## src/rtl/apb_width_bridge.sv

```systemverilog
// APB4 width-down bridge: splits one wide upstream transfer into narrow downstream beats,
// skipping write beats whose byte strobes are all zero and aborting on a downstream error.
module apb_width_bridge #(
    parameter int ADDR_W    = 13,
    parameter int UP_DATA_W = 32,
    parameter int DN_DATA_W = 8
) (
    input  logic                   PCLK,
    input  logic                   PRESETn,
    // upstream completer
    input  logic                   u_PSEL,
    input  logic                   u_PENABLE,
    input  logic                   u_PWRITE,
    input  logic [ADDR_W-1:0]      u_PADDR,
    input  logic [UP_DATA_W-1:0]   u_PWDATA,
    input  logic [UP_DATA_W/8-1:0] u_PSTRB,
    output logic                   u_PREADY,
    output logic [UP_DATA_W-1:0]   u_PRDATA,
    output logic                   u_PSLVERR,
    // downstream requester
    output logic                   d_PSEL,
    output logic                   d_PENABLE,
    output logic                   d_PWRITE,
    output logic [ADDR_W-1:0]      d_PADDR,
    output logic [DN_DATA_W-1:0]   d_PWDATA,
    output logic [DN_DATA_W/8-1:0] d_PSTRB,
    input  logic                   d_PREADY,
    input  logic [DN_DATA_W-1:0]   d_PRDATA,
    input  logic                   d_PSLVERR
);

    localparam int RATIO     = UP_DATA_W / DN_DATA_W;
    localparam int UP_STRB_W = UP_DATA_W / 8;
    localparam int DN_STRB_W = DN_DATA_W / 8;
    localparam int UP_LSB    = $clog2(UP_STRB_W);
    localparam int DN_LSB    = $clog2(DN_STRB_W);
    localparam int BEAT_W    = (RATIO > 1) ? $clog2(RATIO) : 1;
    localparam logic [ADDR_W-1:0] ALIGN_MASK = ~ADDR_W'((1 << UP_LSB) - 1);

    if (!(RATIO == 1 || RATIO == 2 || RATIO == 4 || RATIO == 8) ||
        (UP_DATA_W != RATIO * DN_DATA_W) || (DN_DATA_W % 8 != 0)) begin : g_bad_ratio
        $error("apb_width_bridge: UP_DATA_W/DN_DATA_W must be 1, 2, 4 or 8");
    end

    typedef enum logic [1:0] {IDLE, SETUP, ACCESS, DONE} state_t;

    state_t                 state_q, state_d;
    logic [ADDR_W-1:0]      addr_q;
    logic                   write_q;
    logic [UP_DATA_W-1:0]   wdata_q;
    logic [UP_STRB_W-1:0]   strb_q;
    logic [BEAT_W-1:0]      beat_q;
    logic                   err_q;
    logic [UP_DATA_W-1:0]   rbuf_q;
    logic                   after_done_q;

    logic                   accept;
    logic [RATIO-1:0]       remaining;
    logic                   pick_valid;
    logic [BEAT_W-1:0]      pick;

    // Lowest remaining active beat: from IDLE all lanes are candidates, later only lanes above beat_q.
    always_comb begin
        // NOTE: every combinational output gets a default first so no path can infer a latch.
        accept     = (state_q == IDLE) && u_PSEL && u_PENABLE && !after_done_q;
        remaining  = '0;
        pick_valid = 1'b0;
        pick       = '0;
        for (int i = 0; i < RATIO; i++) begin
            if (state_q == IDLE)
                remaining[i] = !u_PWRITE || (|u_PSTRB[i*DN_STRB_W +: DN_STRB_W]);
            else
                remaining[i] = (!write_q || (|strb_q[i*DN_STRB_W +: DN_STRB_W])) && (i > int'(beat_q));
        end
        for (int i = RATIO - 1; i >= 0; i--) begin
            if (remaining[i]) begin
                pick_valid = 1'b1;
                pick       = BEAT_W'(i);
            end
        end
    end

    always_comb begin
        state_d   = state_q;
        d_PSEL    = 1'b0;
        d_PENABLE = 1'b0;
        u_PREADY  = 1'b0;
        u_PSLVERR = 1'b0;
        case (state_q)
            IDLE:   if (accept) state_d = pick_valid ? SETUP : DONE;
            SETUP: begin
                d_PSEL  = 1'b1;
                state_d = ACCESS;
            end
            ACCESS: begin
                d_PSEL    = 1'b1;
                d_PENABLE = 1'b1;
                if (d_PREADY) state_d = (d_PSLVERR || !pick_valid) ? DONE : SETUP;
            end
            DONE: begin
                u_PREADY  = 1'b1;
                u_PSLVERR = err_q;
                state_d   = IDLE;
            end
            default: state_d = IDLE;
        endcase
    end

    always_ff @(posedge PCLK) begin
        // NOTE: sequential state uses non-blocking assignments so every register samples pre-edge values.
        if (!PRESETn) state_q <= IDLE;
        else          state_q <= state_d;
    end

    always_ff @(posedge PCLK) begin
        if (!PRESETn) begin
            // NOTE: the read buffer is explicitly cleared on reset because u_PRDATA exposes it directly.
            addr_q       <= '0;
            write_q      <= 1'b0;
            wdata_q      <= '0;
            strb_q       <= '0;
            beat_q       <= '0;
            err_q        <= 1'b0;
            rbuf_q       <= '0;
            after_done_q <= 1'b0;
        end else begin
            after_done_q <= (state_q == DONE);
            if (accept) begin
                addr_q  <= u_PADDR;
                write_q <= u_PWRITE;
                wdata_q <= u_PWDATA;
                strb_q  <= u_PSTRB;
                beat_q  <= '0;
                err_q   <= 1'b0;
                rbuf_q  <= '0;
            end
            if (state_d == SETUP) beat_q <= pick;
            // An erroring beat is not a fetched lane, so its data is dropped.
            if (state_q == ACCESS && d_PREADY) begin
                if (d_PSLVERR)     err_q <= 1'b1;
                else if (!write_q) rbuf_q[int'(beat_q)*DN_DATA_W +: DN_DATA_W] <= d_PRDATA;
            end
        end
    end

    assign d_PWRITE = write_q;
    assign d_PADDR  = (addr_q & ALIGN_MASK) | (ADDR_W'(beat_q) << DN_LSB);
    assign d_PWDATA = wdata_q[int'(beat_q)*DN_DATA_W +: DN_DATA_W];
    assign d_PSTRB  = write_q ? strb_q[int'(beat_q)*DN_STRB_W +: DN_STRB_W] : '0;
    assign u_PRDATA = rbuf_q;

endmodule

```

## config.mk

```make
export PLATFORM = sky130hd
export DESIGN_NAME = apb_width_bridge
export DESIGN_NICKNAME = d
export VERILOG_FILES = /design/src/rtl/apb_width_bridge.sv
export SDC_FILE = /design/constraint.sdc
export NUM_CORES = 1
export LEC_CHECK = 0
export BUFFER_PORTS_ARGS = -buffer_cell sky130_fd_sc_hd__buf_2
export CELL_PAD_IN_SITES_DETAIL_PLACEMENT = 1
export CELL_PAD_IN_SITES_GLOBAL_PLACEMENT = 2
export CORE_ASPECT_RATIO = 2
export CORE_MARGIN = 8
export CORE_UTILIZATION = 29
export DETAILED_ROUTE_END_ITERATION = 7
export MAX_ROUTING_LAYER = met4
export PLACE_DENSITY = 0.82
export SETUP_SLACK_MARGIN = 0.5
export SLEW_MARGIN = 20
export SYNTH_ARGS = -nofsm -noshare
export SYNTH_HDL_FRONTEND = slang
export SYNTH_SLANG_ARGS = --single-unit
```

## constraint.sdc

```tcl
create_clock -name PCLK -period 2.6 [get_ports PCLK]
set_input_delay 0.52 -clock PCLK [delete_from_list [all_inputs] [get_ports PCLK]]
set_output_delay 0.52 -clock PCLK [all_outputs]
set_load 0.005 [all_outputs]
```

==> reports/summary.txt <==
status -> completed
maxcap violations -> 0
Clock Latency Late Sink -> 0.34 ns
Tmin final -> 2.07 ns
Syn Nets -> 474
relative slew slack -> 0.497
Hold Vio Cnt, Final -> 0
Row Count -> 58
share of post-route cells with drive strength above 1 -> 0.320
cell family with most CP delay -> multiplexers
Layout Utilization -> 0.384
CORE AREA -> 12600 sq um
CP Launch Type -> register
pin count of the biggest net entering global routing -> 54
vias post-DR -> 3259
DRT iter0 DRCs -> 117
GP Congestion -> 0.732
die height -> 176 um
Nets -> 588
Net Sw Frac -> 0.270
DP HPWL -> 8940 um
first-pass GRT wire length -> 18400 um
Clock Tree Root -> clkbuf_16
Worst EP required -> 2.08 ns
Total Routing Usage GR -> 0.145
WL per Instance -> 17.5 um
TritonCTS Buffers -> 9
P_sw -> 0.914 mW
initial antenna violation count -> 0
port bufs -> 120
Hold Crit Class -> primary input to register
Mapped Area -> 3710 sq um
Max Fclk -> 484 MHz
Antenna diodes -> 0
Largest stage delay, worst path -> 0.51 ns
DR vias/cell -> 4.87
Reg clk slew, reported paths -> 0.07 ns
grt ovf -> 0
pwr/cell area -> 702 nW/um^2
Post-CTS Hold Buffers -> 0
Synth cell types -> 34
antenna-violating nets left -> 0
CP Capture Type -> output pin
Ys Warns -> 0
area of the multi-input gates -> 1850 sq um
arrival time worst endpoint -> 1.55 ns
cell area after layout -> 4820 sq um
DRC -> 0
Area growth, synth to finish -> 30.1%
H-tree Lvls -> 3
Crit Path Category -> register to output pin
Avg Cell Area, Syn -> 9.27 sq um
Comb power frac -> 0.157
placed standard-cell area -> 4460 sq um
critical path, cell by cell -> buf_4 > mux4_2 > buf_2
worst path bufs/invs -> 2
Clock Sinks -> 86
#FFs+latches synth -> 86
CTS tree -> yes
Post-Syn Instances -> 400
final WL -> 11700 um
vias in the first global route -> 3558
Die X -> 95.9 um
FF/Latch Area -> 1730 sq um
Filler cells -> 1494
RSZ-0062 raised after global routing -> yes
Internal -> 2.47 mW
worst-case vdd ir drop -> 366 uV
clock network fraction of total power -> 0.419
Setup violations, final -> 0
TritonRoute pass-1 iters -> 4
Fin Setup TNS -> 0 ns
Clock Skew -> 0.00826 ns
final worst path period share -> 0.795
Lkg Pwr -> 2.00 nW
worst-case clock buffer depth -> 2
Worst Max-Slew Pin Slew -> 0.755 ns
full die area -> 16900 sq um
slowest cell on the critical path -> mux4_2
Ports -> 123
Initial Utilization -> 0.295
maximum fanout along the worst path -> 4
Final Max Slew Viols -> 0
Seq pwr share -> 0.425
sequential share of the synthesized area -> 0.465
==> tightest hold or removal path, delay by kind of cell <==
family,cells,cell delay (ns)
AOI/OAI and AO/OA,1,0.06
buffers and inverters,1,0.09
and+or+nand+nor,1,0.04
==> Yosys cell counts <==
library cell / number / share of area
dfxtp_1: 86 / 0.46
nand3b_1: 1 / 0.0020
a22oi_1: 33 / 0.067
or2_2: 1 / 0.0017
and4bb_4: 1 / 0.0044
and2b_1: 1 / 0.0020
o311ai_0: 1 / 0.0024
a31oi_1: 1 / 0.0017
nor2b_1: 37 / 0.062
a211oi_1: 1 / 0.0020
a21boi_0: 49 / 0.099
nand2_1: 99 / 0.10
ha_1: 10 / 0.034
nand4_1: 1 / 0.0017
mux4_2: 9 / 0.055
nor2_1: 2 / 0.0020
and2_1: 4 / 0.0068
nand4b_2: 1 / 0.0041
o22ai_1: 2 / 0.0034
o21a_1: 1 / 0.0020
nand2b_1: 2 / 0.0034
nand3_1: 5 / 0.0068
o211ai_1: 1 / 0.0020
buf_2: 9 / 0.012
buf_4: 1 / 0.0020
a21oi_1: 5 / 0.0068
a32oi_1: 1 / 0.0024
and4b_1: 2 / 0.0054
clkbuf_1: 17 / 0.017
and4_1: 3 / 0.0071
a21o_1: 1 / 0.0020
o31a_1: 1 / 0.0024
o21ai_0: 4 / 0.0054
inv_1: 7 / 0.0071
==> cell usage in the layout, fill, tap and decap left out, types with 3 or more instances in the layout <==
cell type	count
a22oi_1	33
a21boi_0	49
a21oi_1	3
buf_2	120
nor2b_1	37
mux4_2	9
ha_1	10
buf_4	8
clkbuf_16	9
dfxtp_1	84
inv_1	7
and2_1	4
inv_6	4
nand3_1	5
nand2_1	99
o21ai_0	4
==> repair_timing <==
action | 4_1_cts | 5_1_grt
gates resized for setup | 4 | 8
gates cloned | 0 | 0
endpoints found under the setup margin | 10 | 31
setup buffers | 1 | 0
==> metal layers <==
layer / share of wire / GRT usage / vias to the layer above / wire length (um)
li1: - / - / 1602 / -
met1: 0.37 / 0.136 / 1557 / 4270
met2: 0.56 / 0.271 / 81 / 6610
met3: 0.044 / 0.0295 / 19 / 513
met4: 0.026 / 0.0626 / 0 / 300
met5: 0 / - / - / 0
==> power groups by stage <==
stage | registers, mW | logic (mW) | clock network (mW)
after global placement | 1.46 | 0.519 | 0
final | 1.44 | 0.531 | 1.42
after global routing | 1.45 | 0.597 | 1.51
after floorplan | 1.45 | 0.317 | 0
after detailed placement | 1.47 | 0.536 | 0
after CTS | 1.44 | 0.544 | 1.46
==> sequential cells by signal, indices dropped and copies added (netlist names) <==
register / count
after_done_q: 1
wdata_q: 32
beat_q: 2
d_PWRITE: 1
strb_q: 4
addr_q: 11
err_q: 1
state_q: 2
u_PRDATA: 32
==> area by class of cell <==
cell class                 instances  area share
clock buffer                       9      0.0467
tap                              150      0.0389
clock inverter                     7      0.0208
multi-input combinational        280       0.384
inverter                           7     0.00545
timing repair buffer             130       0.145
sequential                        86       0.358
==> through the flow <==
stage	hold slack [ns]	power [mW]	setup slack, ns	std cells
2_1_floorplan	0.440	1.77	0.641	400
3_3_place_gp	0.447	1.98	0.575	652
3_5_place_dp	0.458	2.01	0.493	652
4_1_cts	0.413	3.44	0.501	669
5_1_grt	0.414	3.55	0.478	669
6_report	0.421	3.38	0.532	669
==> logic make-up after synthesis <==
logic type	after synthesis	share of synthesized area
buffers and inverters	34	0.0385
flip-flops	86	0.465
AO/OA/AOI/OAI	101	0.199
adder cells (fa/ha/maj)	10	0.0338
multiplexers	9	0.0547
AND/OR/NAND/NOR	160	0.210
==> final timing paths <==
path	from	endpoint	slack, ns	cells past startpoint
max	beat_q[0]$_SDFFE_PN0P_	d_PWDATA[3]	0.53	3
min	u_PWDATA[17]	wdata_q[17]$_SDFFE_PN0P_	0.42	3
max reg2reg	state_q[0]$_SDFF_PN0_	u_PRDATA[5]$_SDFF_PN0_	0.56	6
min reg2reg	wdata_q[11]$_SDFFE_PN0P_	wdata_q[11]$_SDFFE_PN0P_	0.46	2
No activity file was read; power rests on OpenSTA's default activity.
